[config.mk]
export PLATFORM = sky130hd
export DESIGN_NAME = pid_seq
export DESIGN_NICKNAME = d
export VERILOG_FILES = /design/src/rtl/pid_pkg.sv /design/src/rtl/pid_seq.sv
export SDC_FILE = /design/constraint.sdc
export NUM_CORES = 1
export LEC_CHECK = 0
export CAP_MARGIN = 20
export CORE_ASPECT_RATIO = 0.6
export CORE_UTILIZATION = 45
export CTS_CLUSTER_DIAMETER = 60
export DETAILED_ROUTE_END_ITERATION = 8
export GPL_TIMING_DRIVEN = 0
export PLACE_DENSITY = 0.78
export SYNTH_ARGS = -nofsm -noshare
export SYNTH_HDL_FRONTEND = slang
export SYNTH_SLANG_ARGS = --single-unit
[constraint.sdc]
create_clock -name clk -period 3.8 [get_ports clk]
set_clock_uncertainty 0.1 [all_clocks]
set_input_delay 0.76 -clock clk [delete_from_list [all_inputs] [get_ports clk]]
set_output_delay 0.76 -clock clk [all_outputs]
set_load 0.005 [all_outputs]
[src/rtl/pid_pkg.sv]
// Shared definitions for the PID sequencer and the ALU it drives: the
// sequencer state encoding, the ALU operand-select codes and the per-state
// ALU control decode.
package pid_pkg;

   typedef enum logic [3:0] {
      ST_IDLE,
      ST_CONV,
      ST_WAIT,
      ST_ERR,
      ST_INTG,
      ST_ICOMP,
      ST_PCOMP,
      ST_ACC1,
      ST_ACC2,
      ST_DONE
   } state_t;

   // ALU src0 operand selects
   localparam logic [2:0] A2D2Src0    = 3'b000;
   localparam logic [2:0] Intgrl2Src0 = 3'b001;
   localparam logic [2:0] Icomp2Src0  = 3'b010;
   localparam logic [2:0] Pcomp2Src0  = 3'b011;
   localparam logic [2:0] Pterm2Src0  = 3'b100;

   // ALU src1 operand selects
   localparam logic [2:0] Accum2Src1   = 3'b000;
   localparam logic [2:0] Iterm2Src1   = 3'b001;
   localparam logic [2:0] Err2Src1     = 3'b010;
   localparam logic [2:0] ErrDiv22Src1 = 3'b011;
   localparam logic [2:0] Fwd2Src1     = 3'b100;

   typedef struct packed {
      logic [2:0] src0sel;
      logic [2:0] src1sel;
      logic       multiply;
      logic       sub;
      logic       saturate;
   } alu_ctrl_t;

   // ALU controls that belong to each sequencer state; anything not listed
   // idles the ALU with all selects and mode flags at zero.
   function automatic alu_ctrl_t ctrl_for_state(input state_t s);
      alu_ctrl_t c;
      c = '0;
      case (s)
         ST_ERR: begin
            c.src0sel  = A2D2Src0;
            c.src1sel  = Fwd2Src1;
            c.sub      = 1'b1;
            c.saturate = 1'b1;
         end
         ST_INTG: begin
            c.src0sel  = Intgrl2Src0;
            c.src1sel  = ErrDiv22Src1;
            c.saturate = 1'b1;
         end
         ST_ICOMP: begin
            c.src0sel  = Intgrl2Src0;
            c.src1sel  = Iterm2Src1;
            c.multiply = 1'b1;
         end
         ST_PCOMP: begin
            c.src0sel  = Pterm2Src0;
            c.src1sel  = Err2Src1;
            c.multiply = 1'b1;
         end
         ST_ACC1: begin
            c.src0sel  = Pcomp2Src0;
            c.src1sel  = Fwd2Src1;
            c.sub      = 1'b1;
         end
         ST_ACC2: begin
            c.src0sel  = Icomp2Src0;
            c.src1sel  = Accum2Src1;
            c.sub      = 1'b1;
            c.saturate = 1'b1;
         end
         default: ;
      endcase
      return c;
   endfunction

endpackage

[src/rtl/pid_seq.sv]
// PID control-loop sequencer. Each iteration requests one A2D conversion,
// then walks the ALU through the error / integrator / I / P / accumulate
// schedule, capturing each result into the working registers that feed back
// into the ALU, and finally publishes a clamped 12-bit motor command.
module pid_seq
   import pid_pkg::*;
#(
   parameter logic [2:0] CHNNL         = 3'b000,
   parameter int         INTG_DECIMATE = 4,
   parameter int         MULT_CYCLES   = 2
) (
   input  logic        clk,
   input  logic        rst,
   input  logic        go,
   output logic        strt_cnv,
   output logic [2:0]  chnnl,
   input  logic        cnv_cmplt,
   input  logic [15:0] dst,
   output logic [2:0]  src0sel,
   output logic [2:0]  src1sel,
   output logic        multiply,
   output logic        sub,
   output logic        mult2,
   output logic        mult4,
   output logic        saturate,
   output logic [11:0] Error,
   output logic [11:0] Intgrl,
   output logic [11:0] Icomp,
   output logic [15:0] Pcomp,
   output logic [15:0] Accum,
   output logic [11:0] mtr,
   output logic        done,
   output logic        busy
);

   localparam int DW = (INTG_DECIMATE > 1) ? $clog2(INTG_DECIMATE) : 1;
   localparam int MW = (MULT_CYCLES > 1) ? $clog2(MULT_CYCLES) : 1;
   localparam logic [MW-1:0] MULT_LAST = MW'(MULT_CYCLES - 1);

   state_t        state;
   state_t        nxt;
   alu_ctrl_t     ctrl;
   alu_ctrl_t     ctrl_nxt;
   logic [DW-1:0] dec_cnt;
   logic [MW-1:0] mcnt;
   logic          mult_last;
   logic          in_mult;

   // Signed 16 -> signed 12 clamp for the motor command.
   function automatic logic [11:0] clamp12(input logic signed [15:0] v);
      if (v > 16'sd2047)
         return 12'h7FF;
      else if (v < -16'sd2048)
         return 12'h800;
      else
         return v[11:0];
   endfunction

   assign in_mult   = (state == ST_ICOMP) || (state == ST_PCOMP);
   assign mult_last = (mcnt == MULT_LAST);

   // Next-state selection for the fixed math schedule.
   always_comb begin
      nxt = state;
      case (state)
         ST_IDLE:  if (go) nxt = ST_CONV;
         ST_CONV:  nxt = ST_WAIT;
         ST_WAIT:  if (cnv_cmplt) nxt = ST_ERR;
         ST_ERR:   nxt = (dec_cnt == '0) ? ST_INTG : ST_ICOMP;
         ST_INTG:  nxt = ST_ICOMP;
         ST_ICOMP: if (mult_last) nxt = ST_PCOMP;
         ST_PCOMP: if (mult_last) nxt = ST_ACC1;
         ST_ACC1:  nxt = ST_ACC2;
         ST_ACC2:  nxt = ST_DONE;
         ST_DONE:  nxt = ST_IDLE;
         default:  nxt = ST_IDLE;
      endcase
   end

   assign ctrl_nxt = ctrl_for_state(nxt);

   // State register with registered Moore outputs decoded from the next state,
   // so every control is glitch-free and lines up with the state it belongs to.
   always_ff @(posedge clk) begin
      if (rst) begin
         state    <= ST_IDLE;
         ctrl     <= '0;
         strt_cnv <= 1'b0;
         done     <= 1'b0;
      end else begin
         state    <= nxt;
         ctrl     <= ctrl_nxt;
         strt_cnv <= (nxt == ST_CONV);
         done     <= (nxt == ST_DONE);
      end
   end

   // Multiply hold counter: restarts on every state change, counts while a
   // multiply step holds the ALU controls.
   always_ff @(posedge clk) begin
      if (rst)
         mcnt <= '0;
      else if (nxt != state)
         mcnt <= '0;
      else if (in_mult)
         mcnt <= mcnt + 1'b1;
   end

   // Integrator decimation counter, advanced once per completed iteration.
   always_ff @(posedge clk) begin
      if (rst)
         dec_cnt <= '0;
      else if ((state == ST_DONE) && (INTG_DECIMATE > 1))
         dec_cnt <= dec_cnt + 1'b1;
   end

   // Working registers: each captures the ALU result only at the edge ending
   // its own step.
   always_ff @(posedge clk) begin
      if (rst) begin
         Error  <= '0;
         Intgrl <= '0;
         Icomp  <= '0;
         Pcomp  <= '0;
         Accum  <= '0;
         mtr    <= '0;
      end else begin
         case (state)
            ST_ERR:   Error  <= dst[11:0];
            ST_INTG:  Intgrl <= dst[11:0];
            ST_ICOMP: if (mult_last) Icomp <= dst[11:0];
            ST_PCOMP: if (mult_last) Pcomp <= dst;
            ST_ACC1:  Accum  <= dst;
            ST_ACC2: begin
               Accum <= dst;
               mtr   <= clamp12($signed(dst));
            end
            default: ;
         endcase
      end
   end

   assign src0sel  = ctrl.src0sel;
   assign src1sel  = ctrl.src1sel;
   assign multiply = ctrl.multiply;
   assign sub      = ctrl.sub;
   assign saturate = ctrl.saturate;
   assign mult2    = 1'b0;
   assign mult4    = 1'b0;
   assign chnnl    = CHNNL;
   assign busy     = (state != ST_IDLE);

endmodule

==> metrics.csv <==
metric;value;unit
status;finished clean;
cp.required;2.94;ns
p_switching;480.8;uW
global_route.overflow_total;0;
worst-path-max-fanout;10;
grt_max_degree;16;
drc;0;
n_fill_cell;638;
p_sw_frac;0.2123;
worst_pin_slew;0.5819;ns
fp.coreArea;7945;sq um
synth_flop_cell;dfxtp_1;
yosysSeqAreaShare;0.5274;
cts_tree;built;
max-vdd-ir-drop;0.0002050;V
num_vias;3441;
worst-path-buf-inv;2;
yosys-top-cells-area;dfxtp_1 53%, nand2_1 13%, a21oi_1 9.7%, mux2i_1 3.2%, nor2_1 2.3%;
clk_latency;0.34;ns
die_w;119.4;um
die_h;72.43;um
start_util;0.4682;
clockRootBuffer;clkbuf_16;
crit_path_max_incr_delay;0.48;ns
slowest_stage;nor3_1;
post_synth.cell_area_avg;8.454;sq um
setup_tns;0;ns
critPathTopFamily;buffers and inverters;
post-cts-setup-buffers;0;
grt_pass1_vias;3204;
synth.distinct_cells;45;
routed_wl;10750;um
pin_count;117;
hold_viol_final;0;
drive_gt1_frac;0.08596;
antenna_found_initial;0;
drt-wirelength-per-cell;15.85;um
post-dp-hpwl;7898;um
dieArea;8646;sq um
synth_top_area_cell;dfxtp_1;
cts.clk_slew.worst_paths;0.06;ns
async_flop_share;0;
drv_slew;0;
ant_nets;0;
yosysTopAreaCellShare;0.5274;
grt_pass1_wl;16540;um
gp_congestion;0.9005;
setup_viol;0;
yosys_warnings;0;
rows;25;
clk_path_buf_depth;2;
max_freq;0.3522;GHz
whs;0.3533;ns
cp-start-kind;register;
leakagePower;1.809;nW
pwr-share-seq;0.463;
synth_cells;440;
ys_ff_latch;98;
grt.total_usage;0.2541;
diodes;0;
worstSetupPathType;reg2out;
clockPowerShare;0.464;
rsz0062_at_grt;no;
timing.final.crit_share;0.7471;
power.internal;1.784;mW
htree_levels;3;
clock_sinks;98;
viasPerCell;5.075;
p_comb_frac;0.073;
path_cells;buf_4 > nor3_1 > nand2_1 > clkdlybuf4s50_1;
cts_buffers;9;
cellPowerDensity;424.6;nW/um^2
firstDrtPassIters;4;
cap_violations;0;
synth_edf_count;0;
syn2layout_area_growth;43.36;%
final_nets;587;
cts_resized;0;
multi_input_comb_area;1551;sq um
critPathCaptureType;primary output;
min_period;2.839;ns
drt_iter0_markers;211;
cts.hold.buffers_added;0;
max-slew-margin-rel;0.6100;
io_buffers;111;
syn-cell-area;3720;sq um
hold_path.class;reg2reg;
seqCellArea;1962;sq um
arrival;1.98;ns
==> routing by layer <==
layer	vias to the layer above	global-route usage	wire (um)
li1	1692	-	-
met1	1598	0.3436	4932
met2	138	0.3870	4595
met3	13	0.08805	1110
met4	0	0.07083	107
met5	-	0	0
==> final cells by class <==
class,instances,share of cell area
plain buffers,35,0.03731
clock inverters,4,0.01854
clock buffers,11,0.04740
multi-input cells,305,0.2909
well taps,108,0.02534
inverters,6,0.004223
flip-flops and latches,98,0.3679
repair buffers,111,0.2084
==> power by group through the flow <==
stage	registers [mW]	logic, mW	clock network, mW
3_5_place_dp	1.07	0.163	0
3_3_place_gp	1.07	0.160	0
2_1_floorplan	1.07	0.0790	0
5_1_grt	1.05	0.179	1.10
6_report	1.05	0.165	1.05
4_1_cts	1.05	0.164	1.06
==> flip-flops by register name, indices dropped and copies added, names as in the netlist, 3 cells and up <==
name     count
Intgrl      12
mtr         12
Error       12
Pcomp       16
Accum       16
src0sel      3
Icomp       12
state        4
src1sel      3
==> final timing paths <==
| path | depth (start not counted) | end | from | slack [ns] |
|---|---|---|---|---|
| hold reg to reg | 2 | Accum[13]$_SDFFE_PP0P_ | Accum[13]$_SDFFE_PP0P_ | 0.35 |
| setup reg to reg | 6 | mtr[7]$_SDFFE_PP0N_ | state[2]$_SDFF_PP0_ | 1.79 |
| hold / removal | 2 | Accum[13]$_SDFFE_PP0P_ | Accum[13]$_SDFFE_PP0P_ | 0.35 |
| setup / recovery | 4 | busy | state[2]$_SDFF_PP0_ | 0.96 |
==> synth_stat cells (2+ instances only) <==
master and n:
o211ai_1 11, nand2_1 131, inv_1 5, nor3_1 7, buf_2 6, buf_4 8, and2_1 4, buf_6 4
o21ai_0 2, a21oi_1 72, nor3_2 3, a21oi_2 2, clkbuf_1 16, nand2_2 2, xnor2_1 2, nor2_1 23
nor2b_1 2, nand2b_1 4, or3b_1 2, mux2i_1 12, dfxtp_1 98
==> worst min-delay path, stage by stage, from the launching register on <==
cell	delay [ns]
dfxtp_1	0.31
nand2_1	0.05
a21oi_1	0.05
==> metrics by stage <==
| stage | worst slack [ns] | utilization | cells | total power [mW] | cell area (sq um) |
|---|---|---|---|---|---|
| 2_1_floorplan | 2.021 | - | 444 | 1.149 | 3735 |
| 3_3_place_gp | 1.125 | 0.6269 | 663 | 1.231 | 4981 |
| 3_5_place_dp | 1.140 | 0.6269 | 663 | 1.234 | 4981 |
| 4_1_cts | 0.9838 | 0.6712 | 678 | 2.277 | 5333 |
| 5_1_grt | 0.8845 | 0.6712 | 678 | 2.329 | 5333 |
| 6_report | 0.9611 | 0.6712 | 678 | 2.264 | 5333 |
==> cells in the final DEF (no fill, tap or decap), types with 2 or more instances in the layout <==
cell	n
clkbuf_16	9
or3b_1	2
dfxtp_1	98
inv_1	5
nor3_1	7
buf_4	8
clkbuf_1	16
bufinv_16	3
a21oi_2	2
o211ai_1	11
buf_2	6
buf_6	4
nand2b_1	4
nor3_2	3
o21ai_0	2
nor2b_1	2
mux2i_1	12
a21oi_1	72
and2_1	4
nor2_1	23
clkbuf_8	2
conb_1	5
nand2_1	131
nand2_2	2
xnor2_1	2
clkdlybuf4s50_1	111
==> cells by family (layout without fill, tap and decap cells) <==
family,count (synthesis),count (layout),share of synthesized area
compound gates,94,94,0.1433
xor+xnor,3,3,0.007065
fa+ha+maj,1,1,0.003363
buf+inv,41,167,0.05954
flops,98,98,0.5274
mux,12,12,0.03229
other cells,1,5,0.001008
simple gates,190,190,0.2260
(Power assumes the default switching activity.)
